[config.mk]
export PLATFORM = sky130hd
export DESIGN_NAME = fixed_mac
export DESIGN_NICKNAME = d
export VERILOG_FILES = /design/src/rtl/fixed_mac.sv
export SDC_FILE = /design/constraint.sdc
export NUM_CORES = 1
export LEC_CHECK = 0
export CELL_PAD_IN_SITES_DETAIL_PLACEMENT = 0
export CELL_PAD_IN_SITES_GLOBAL_PLACEMENT = 1
export CORE_UTILIZATION = 30
export CTS_CLUSTER_DIAMETER = 100
export CTS_CLUSTER_SIZE = 40
export DETAILED_ROUTE_END_ITERATION = 10
export PLACE_DENSITY_LB_ADDON = 0.12
export SLEW_MARGIN = 10
export SYNTH_ARGS = -nofsm -noshare
export SYNTH_HDL_FRONTEND = slang
export SYNTH_SLANG_ARGS = --single-unit
[constraint.sdc]
create_clock -name clk -period 11.1 [get_ports clk]
set_clock_uncertainty 0.1 [all_clocks]
set_input_delay 2.22 -clock clk [delete_from_list [all_inputs] [get_ports clk]]
set_output_delay 2.22 -clock clk [all_outputs]
set_load 0.05 [all_outputs]
[src/rtl/fixed_mac.sv]
// Pipelined signed fixed-point multiply-accumulate: multiply stage, accumulate stage,
// then a rounded/saturated result register with valid/ready handshakes on both sides.
module fixed_mac #(
    parameter int WIDTH     = 16,
    parameter int FRAC      = 8,
    parameter int ACC_GUARD = 8,
    parameter int ROUND     = 0
) (
    input  logic             clk,
    input  logic             rst_n,
    input  logic             in_valid,
    output logic             in_ready,
    input  logic [WIDTH-1:0] in_a,
    input  logic [WIDTH-1:0] in_b,
    input  logic             in_first,
    input  logic             in_last,
    output logic             out_valid,
    input  logic             out_ready,
    output logic [WIDTH-1:0] out_result,
    output logic             out_sat
);
    localparam int PW   = 2 * WIDTH;
    localparam int ACCW = PW + ACC_GUARD;

    localparam logic signed [ACCW-1:0] MAX_V = {{(ACCW-WIDTH+1){1'b0}}, {(WIDTH-1){1'b1}}};
    localparam logic signed [ACCW-1:0] MIN_V = {{(ACCW-WIDTH+1){1'b1}}, {(WIDTH-1){1'b0}}};
    localparam logic signed [ACCW-1:0] RND_C =
        (ROUND != 0) ? ({{(ACCW-1){1'b0}}, 1'b1} << (FRAC-1)) : '0;

    logic                   s1_valid;
    logic                   s1_first;
    logic                   s1_last;
    logic signed [PW-1:0]   s1_prod;
    logic signed [PW-1:0]   a_ext;
    logic signed [PW-1:0]   b_ext;
    logic signed [PW-1:0]   prod;
    logic signed [ACCW-1:0] acc;
    logic signed [ACCW-1:0] acc_next;
    logic signed [ACCW-1:0] rnd;
    logic signed [ACCW-1:0] shifted;
    logic                   advance;
    logic                   accept;
    logic                   sat_hi;
    logic                   sat_lo;
    logic [WIDTH-1:0]       res_next;

    assign a_ext = {{WIDTH{in_a[WIDTH-1]}}, in_a};
    assign b_ext = {{WIDTH{in_b[WIDTH-1]}}, in_b};
    assign prod  = a_ext * b_ext;

    // Only a last beat can be blocked by a full, undrained output register.
    assign advance  = s1_valid && (!s1_last || !out_valid || out_ready);
    assign in_ready = !s1_valid || advance;
    assign accept   = in_valid && in_ready;

    always_comb begin
        acc_next = (s1_first ? '0 : acc) + {{ACC_GUARD{s1_prod[PW-1]}}, s1_prod};
        rnd      = acc_next + RND_C;
        shifted  = rnd >>> FRAC;
        sat_hi   = shifted > MAX_V;
        sat_lo   = shifted < MIN_V;
        res_next = shifted[WIDTH-1:0];
        if (sat_hi) begin
            res_next = {1'b0, {(WIDTH-1){1'b1}}};
        end else if (sat_lo) begin
            res_next = {1'b1, {(WIDTH-1){1'b0}}};
        end
    end

    always_ff @(posedge clk or negedge rst_n) begin
        if (!rst_n) begin
            s1_valid <= 1'b0;
            s1_first <= 1'b0;
            s1_last  <= 1'b0;
            s1_prod  <= '0;
        end else if (accept) begin
            s1_valid <= 1'b1;
            s1_first <= in_first;
            s1_last  <= in_last;
            s1_prod  <= prod;
        end else if (advance) begin
            s1_valid <= 1'b0;
        end
    end

    always_ff @(posedge clk or negedge rst_n) begin
        if (!rst_n) begin
            acc <= '0;
        end else if (advance) begin
            acc <= acc_next;
        end
    end

    // Reload and drain may coincide; the reload wins and out_valid stays high.
    always_ff @(posedge clk or negedge rst_n) begin
        if (!rst_n) begin
            out_valid  <= 1'b0;
            out_result <= '0;
            out_sat    <= 1'b0;
        end else if (advance && s1_last) begin
            out_valid  <= 1'b1;
            out_result <= res_next;
            out_sat    <= sat_hi | sat_lo;
        end else if (out_ready) begin
            out_valid  <= 1'b0;
        end
    end
endmodule

Word-level counts from Yosys, hierarchy flattened
Index checks and enable logic that the tools add are counted.
Word-level totals
  register bits after elaboration: 93
  input port bits: 38
  logic and storage cells: 31
Operators by class
  $add $sub $neg: 1
  multiply operators: 1
  $lt $le $gt $ge: 2
  muxes and demuxes: 7
  bitwise gates (word level): 1
  reductions and logical operators: 11
Operators with widths (number)
  $add A40 B40 Y40: 1
  $mux W40: 1
  $gt A32 B16 Y1 const B: 1
  $lt A32 B16 Y1 const B: 1
  $mul A16 B16 Y32: 1
  $mux W16: 2
  $mux W1: 4
  $reduce_bool A2 Y1: 2
  $logic_and A1 B1 Y1: 3
  $logic_not A1 Y1: 3
  $logic_or A1 B1 Y1: 3
  $or A1 B1 Y1: 1

Logic depth before layout (Yosys ltp)
  depth in word-level cells: 7
  gate-level depth with buffers: 25

Worst setup path before layout
Ideal clock, no wire load.
  path type: in2reg
  start point: in in_a[2]
  end point: reg s1_prod[30]
  arrival: 7728 ps
  slack: 3139 ps
  cell stages on the path: 22
  path through: clkbuf_1 > nand2_1 > fa_1 > fa_1 > inv_1 > fa_1 > fa_1 > fa_1 > inv_1 > fa_1 > inv_1 > ha_1 > a21oi_1 > o22ai_1 > nor4_1 > o21ai_0 > a31o_2 > a31oi_1 > o21ai_0 > o41ai_1 > xor2_1 > o21ai_0
Between the ends
  word-level cells in the longest chain between the ends: 1
Ends and longest elaborated chain
  start: declaration: line 13  | input logic [WIDTH-1:0] in_a,
  $mul A16 B16 Y32: line 49  | assign prod = a_ext * b_ext;
  end signal: assignment: line 80  | s1_prod <= prod;
  end: declaration: line 33  | logic signed [PW-1:0] s1_prod;
No other way between the ends.
A chain may end at the register's enable or synchronous reset.

Worst setup path in the final report
  start point: in in_a[1]
  end point: reg s1_prod[30]
Same word-level chain as after synthesis.

==> run metrics <==
setup bufs post-CTS 0; post-cts sizing count 0; via-per-instance ratio 4.796; TritonRoute pass-1 iters 4; number of remaining DRC errors 0; DP HPWL 37810 µm; Synth Cell Area 16820 µm²; status complete, no violations; # Max-Cap Violations 0; startpoint of the worst-slack reg-to-reg timing path s1_first; CP Max Fanout 16; maximum root-to-sink buffer count 2; area taken by multi-input logic gates 12960 µm²; number of top-level pins 57; Final Max Slew Viols 0; Unique masters post-synth 93; GR Util All Layers 16.84%; Worst path slowest cell clkdlybuf4s50_1; CP endpoint kind flop; FP Rows 86; core area 55200 µm²; synth warn 0; Buf+Inv Stages, Crit Path 4; die span in y 238.8 µm; hold path start acc[39]; ANT nets after route 0; Reg area 2327 µm²; Slew @ Worst Pin 1.017 ns; Net Count, Synth 2292; n_diodes 0; Starting Density 30.47%; TritonCTS clock tree built; Layout area overhead 8.942%; Vias 12560; RSZ-0062 raised after global routing no; clk slew on worst S/H paths 0.08 ns; clock latency on the worst-skew pair 0.38 ns; Seq cells post-synth 93; Fmax 0.1112 GHz; H-tree depth 3; Synth Instances 1870; crit path DAT 9.14 ns; Synth Flop Type dfrtp_1; initial antenna violation count 0; clock buffer count from CTS 9; Hold Vio Cnt, Final 0; final layout net count 2288; Async SR Flop Fraction 100.0%; first-pass GRT wire length 75130 µm; WP data required 11.24 ns; Filler cells 5826; RePlAce Congestion 0.8235; GRT overflow 0; cell family with most CP delay adder cells; final setup violating endpoints 0; HP Class flop to flop; Worst Path Class, Setup input pin to flop; Post-synth EDFFs 0; hold buffers post-CTS 0; I/O Buffers 56; Detailed Route Iter0 Violations 498; clock sinks 93; startpoint types input pin; Worst Setup SP in_a[1]; final period utilization 81.03%; layout cells sized above 1 5.559%; setup TNS 0 ns; final WL 46290 µm; die span in x 238.8 µm; largest net degree at the start of global routing 69; CP max stage delay 0.95 ns; Clock Tree Root clkbuf_16; routed len/inst 17.67 µm; sequential area share after synthesis 13.84%; vias in the first global route 13390; Slew headroom 31.99%; die area 57010 µm²; CP cell instances clkdlybuf4s50_1 > nand2_1 > fa_1 > fa_1 > inv_1 > fa_1 > fa_1 > fa_1 > inv_1 > fa_1 > inv_1 > ha_1 > a21oi_1 > o22ai_1 > nor4_1 > o21ai_0 > a31o_2 > a31oi_1 > o21ai_0 > o41ai_1 > xor2_1 > o21ai_0; fin crit period 8.994 ns; synthesized area per cell 8.994 µm²; Worst path most repeated cell fa_1
## flip-flops by register name, indices dropped and copies added (netlist names)
register    count
acc            40
out_result     16
out_sat         1
out_valid       1
s1_first        1
s1_last         1
s1_prod        32
s1_valid        1
## per-stage QoR
stage | instances | worst slack (ns) | instance area, µm² | utilization, % | hold slack (ns)
after detailed placement | 2603 | 1.699 | 18030 | 32.66 | 0.3632
after global routing | 2619 | 1.785 | 18320 | 33.19 | 0.3962
final | 2619 | 2.106 | 18320 | 33.19 | 0.3744
after floorplan | 1870 | 3.139 | 16820 | - | 0.3407
after CTS | 2619 | 2.104 | 18320 | 33.19 | 0.3812
after global placement | 2603 | 1.760 | 18030 | 32.66 | 0.3568
## logic make-up (layout without fill, tap and decap cells)
family	count (synthesis)	count (layout)	share of synthesized area [%]
buf+inv	395	396	9.195
flops	93	93	13.84
mux	30	30	1.986
xor+xnor	58	58	3.065
fa+ha+maj	384	384	40.31
compound gates	323	323	13.60
simple gates	587	587	18.01
## cell usage after synthesis (9+ instances only)
library cell	instances	area [µm²]
a2111oi_2	9	135.1
a21o_1	31	232.7
a21oi_1	79	395.4
and2_1	129	807.0
and3_1	13	81.33
buf_2	11	55.05
clkbuf_1	57	214.0
dfrtp_1	93	2327
fa_1	263	5265
ha_1	121	1514
inv_1	315	1182
mux2_2	27	304.0
nand2_1	222	833.3
nand2b_1	12	75.07
nand3_1	35	175.2
nand4_1	9	56.30
nor2_1	54	202.7
nor2b_1	43	269.0
nor3_1	12	60.06
o21a_1	9	67.56
o21ai_0	77	385.4
o21bai_1	12	90.09
o221ai_1	15	131.4
o31ai_1	14	105.1
xnor2_1	40	350.3
xor2_1	17	148.9
## layout by cell type (no fill, tap or decap), types with 53 or more instances in the layout
cell type,n
nor2_1,53
and2_1,129
a21oi_1,79
fa_1,263
o21ai_0,77
nand2_1,220
clkdlybuf4s50_1,55
ha_1,121
inv_1,315
dfrtp_1,93
## per-layer routing
| layer | up-vias | part of all wire [%] | routed length [µm] | track usage [%] |
|---|---|---|---|---|
| met3 | 41 | 1.6 | 747 | 1.120 |
| li1 | 6059 | - | - | - |
| met5 | - | 0 | 0 | 0 |
| met4 | 0 | 2.1 | 956 | 4.565 |
| met1 | 6321 | 50 | 22930 | 23.30 |
| met2 | 141 | 47 | 21660 | 28.34 |
## worst paths after layout
check / to / slack (ns) / cells after the start
setup reg to reg: out_result[0] / 5.51 / 14
setup / recovery: s1_prod[30] / 2.11 / 22
hold reg to reg: acc[39] / 0.37 / 2
max in group asynchronous: acc[15] / 7.96 / 2
min in group asynchronous: acc[7] / 1.76 / 1
hold / removal: acc[39] / 0.37 / 2
## worst min-delay path, cell delays in order, from the launching register on
cell and delay (ns):
dfrtp_1 0.34, nand2_1 0.04, o21ai_0 0.06
## cell type report
class,count,area share [%]
clock buffer,9,1.229
clock inverter,7,0.3688
inverter,315,6.453
multi-input combinational,1382,70.73
sequential,93,12.70
tap,748,5.108
timing repair buffer,65,3.414
Power is not shown: default switching activity piles up to over one toggle a cycle in this logic, so the estimate is an artifact.
==> patch 1 (same flow settings) <==
Set the parameter `ROUND` to 1 (it was 0).
--- a/src/rtl/fixed_mac.sv
+++ b/src/rtl/fixed_mac.sv
@@ -6,3 +6,3 @@
     parameter int ACC_GUARD = 8,
-    parameter int ROUND     = 0
+    parameter int ROUND     = 1
 ) (
Function: changed (Yosys sat finds a counterexample within 4 cycles, from zero or initial values and one cycle with rst_n low).
==> patch 1 against the unedited design <==
Sequential cell count stayed put; worst hold slack worse by 0.0034 ns; wire length is 3.6% lower; setup slack worse by 0.44 ns; final area is 2.6% higher; register-to-register slack worse by 0.70 ns; synthesized area is 2.4% higher; critical path type unchanged; critical endpoint unchanged.
Power is not shown: default switching activity piles up to over one toggle a cycle in this logic, so the estimate is an artifact.
==> patch 1: results (changes against the unedited design) <==
outcome -> finished clean
fillers -> 5970 (+2.5%)
pin count of the biggest net entering global routing -> 60 (-13%)
CTS clock-pin slew for the worst setup and hold paths -> 0.06 ns (-0.02 ns)
post-synth cell types -> 94 (+1.1%)
crit-path max cell delay -> 0.92 ns (-0.03 ns)
slowest CP cell -> clkdlybuf4s50_1
worst hold endpoint -> acc[30]
TritonCTS Buffers -> 9 (unchanged)
Skew-Pair Late Insertion Delay -> 0.37 ns
placer's final routability congestion estimate -> 0.801 (-2.8%)
initial DRC count -> 470 (-5.6%)
worst hold start -> acc[30]
r2r setup slk -> 4.81 ns (-0.70 ns)
Reg2Reg Depth -> 15 (+1)
Post-Route WL -> 44.6 mm (-3.6%)
Worst R2R End -> out_result[2]
Max-slew headroom -> 22.8% (-9.2 points)
critical path arrival -> 9.57 ns (+0.43 ns)
Mapped Nets -> 2375 (+3.6%)
worst setup path start -> in_b[6]
via density per instance -> 4.64 (-3.3%)
DP Worst Slack -> 1.16 ns (-0.536 ns)
gr usage total -> 15.8% (-1.1 points)
first-pass GRT wire length -> 74.2 mm (-1.2%)
sequential fraction of the synthesis area -> 13.5% (-0.32 points)
DR pass1 iterations -> 5 (+1)
share of cells above drive strength 1 -> 5.25% (-0.31 points)
number of global-route vias before repair -> 13400 (+0.22%)
commonest cells in the synthesized netlist -> inv_1, fa_1, nand2_1
Synth area leaders -> fa_1, dfrtp_1, ha_1
DP HPWL -> 36.8 mm (-2.7%)
==> patch 1: cell count changes in the layout (fill, tap and decap cells not counted), moves of 13 or more <==
cell and delta:
o21ai_0 +17, nor2_1 +19, a21oi_1 -17, nor3_1 +13, inv_1 +29, and2_1 -16, xnor2_1 +21, o221ai_1 -15
nand2_1 +37
==> patch 1: area by class of cell <==
cell class                 count  area, um2  share of cell area (%)
tap                          756        946                    5.03
clock inverter                 6       63.8                   0.340
sequential                    93       2330                    12.4
multi-input combinational   1440      13300                    70.6
clock buffer                  10        229                    1.22
inverter                     345       1290                    6.89
timing repair buffer          69        656                    3.49
==> patch 1: through the flow <==
step                hold WS [ns]  instance area, um2  std cells
finish                     0.371               18800       2719
global route               0.396               18800       2719
CTS                        0.377               18800       2719
detailed placement         0.359               18500       2703
global placement           0.352               18500       2703
floorplan                  0.338               17200       1952
==> patch 1: cells by family after synthesis <==
group | count (synthesis) | share of synthesized area [%]
multiplexers | 26 | 1.67
adder cells (fa/ha/maj) | 385 | 39.4
flip-flops | 93 | 13.5
buffers and inverters | 419 | 9.39
AO/OA/AOI/OAI | 317 | 12.9
XOR/XNOR | 84 | 4.32
AND/OR/NAND/NOR | 628 | 18.7
==> patch 1: worst max path at each step <==
stage | end | slack [ns] | depth (start not counted)
finish | s1_prod[30] | 1.66 | 23
global route | s1_prod[30] | 1.26 | 23
CTS | s1_prod[30] | 1.56 | 23
detailed placement | s1_prod[30] | 1.16 | 23
global placement | s1_prod[31] | 1.27 | 23
floorplan | s1_prod[31] | 2.59 | 23
==> patch 1: routing by layer <==
layer	vias to the layer above	part of all wire, %	track usage (%)
met4	0	1.1	3.33
met3	24	1.9	1.12
li1	6250	-	-
met5	-	0	0
met1	6200	53	23.4
met2	133	44	25.1
==> patch 2 (config.mk and constraints unchanged) <==
Without the edit above. Make the reset (`rst_n`) synchronous in 3 clocked blocks.
--- a/src/rtl/fixed_mac.sv
+++ b/src/rtl/fixed_mac.sv
@@ -69,3 +69,3 @@
 
-    always_ff @(posedge clk or negedge rst_n) begin
+    always_ff @(posedge clk) begin
         if (!rst_n) begin
@@ -85,3 +85,3 @@
 
-    always_ff @(posedge clk or negedge rst_n) begin
+    always_ff @(posedge clk) begin
         if (!rst_n) begin
@@ -94,3 +94,3 @@
     // Reload and drain may coincide; the reload wins and out_valid stays high.
-    always_ff @(posedge clk or negedge rst_n) begin
+    always_ff @(posedge clk) begin
         if (!rst_n) begin
Formal check against the unedited RTL: differs if rst_n is asserted again (counterexample within 4 cycles, from zero or initial values and one cycle with rst_n low); with rst_n held inactive, the same outputs for 4 cycles.
==> patch 2 against the unedited design <==
Maximum frequency shrank 1.3%; synthesized area shrank 5.6%; global-route usage shrank 1.0 points; sequential cell count is the same; setup slack lost 0.11 ns; count of clock-buffer cells in the layout grew 2; final area shrank 5.0%; register-to-register slack gained 0.75 ns; die area shrank 5.6%; wire length shrank 13%; via count shrank 6.4%; critical path type unchanged; largest cell class unchanged; highest routed layer unchanged.
Power is not shown: default switching activity piles up to over one toggle a cycle in this logic, so the estimate is an artifact.
==> patch 2: results (changes against the unedited design) <==
total number of vias -> 11800 (-6.4%)
WL/cell -> 15.8 um (-11%)
Die ar. -> 0.0538 mm2 (-5.6%)
Placed Area -> 0.0171 mm2 (-5.3%)
DP Worst Slack -> 1.54 ns (-0.155 ns)
gr usage total -> 15.8% (-1.0 points)
share of cells above drive strength 1 -> 3.49% (-2.1 points)
wire length on met1 -> 21.6 mm (-5.8%)
Skew-Pair Late Insertion Delay -> 0.36 ns (-0.02 ns)
number of non-clock inverters in the layout -> 320 (+1.6%)
clock-cell share of area -> 1.93% (+0.33 points)
Synth area leaders -> fa_1, dfxtp_1, ha_1
DR pass1 iterations -> 5 (+1)
fillers -> 5502 (-5.6%)
post-synth cell types -> 75 (-19%)
share of synthesized cell area in full adder, half adder and majority cells -> 42.7% (+2.4 points)
commonest cells in the synthesized netlist -> inv_1, fa_1, nand2_1
Main synth FF type -> dfxtp_1
grt met1 use -> 23.5% (+0.22 points)
pin count of the biggest net entering global routing -> 88 (+28%)
Seq/total area -> 10.7% (-2.0 points)
nonclk buf count -> 70 (+7.7%)
multi-input gates -> 1390 (+0.58%)
Worst Max-Slew Pin Slew -> 1.01 ns (-0.00891 ns)
crit-path max cell delay -> 0.88 ns (-0.07 ns)
mux share of post-synthesis cell area -> 0.197% (-1.8 points)
initial DRC count -> 499 (+0.20%)
critical path arrival -> 9.27 ns (+0.13 ns)
syn_area_per_cell -> 8.44 um2 (-6.2%)
WL met3 -> 852 um (+14%)
first-pass GRT wire length -> 68.0 mm (-9.5%)
outcome -> finished clean
final-layout non-clock buffer area share -> 3.82% (+0.41 points)
Mapped Nets -> 2303 (+0.48%)
final core utilization -> 33.6% (+0.41 points)
placer's final routability congestion estimate -> 0.802 (-2.6%)
M2 GR Usage -> 24.6% (-3.8 points)
post-synthesis compound-gate area fraction -> 12.2% (-1.4 points)
grt met3 use -> 1.12% (-0.0027 points)
==> patch 2: cell count changes in the layout (fill, tap and decap cells not counted), moves of 11 or more <==
| cell | unedited run | this run |
|---|---|---|
| dfrtp_1 | 93 | 0 |
| dfxtp_1 | 0 | 93 |
| nor2_1 | 53 | 114 |
| o21ai_0 | 77 | 34 |
| a21oi_1 | 79 | 120 |
| nand2_1 | 220 | 258 |
| mux2_2 | 27 | 1 |
| nand3_1 | 35 | 18 |
| o221ai_1 | 15 | 1 |
| a211oi_1 | 7 | 19 |
| a21o_1 | 31 | 19 |
| xnor2_1 | 40 | 52 |
| o31ai_1 | 14 | 3 |
==> patch 2: final timing paths <==
path | from | endpoint | slack, ns | cells past startpoint
hold / removal | acc[3] | acc[3] | 0.35 | 2
setup / recovery | in_b[1] | s1_prod[31] | 1.99 | 22
hold reg to reg | acc[3] | acc[3] | 0.35 | 2
setup reg to reg | s1_first | out_sat | 6.26 | 16
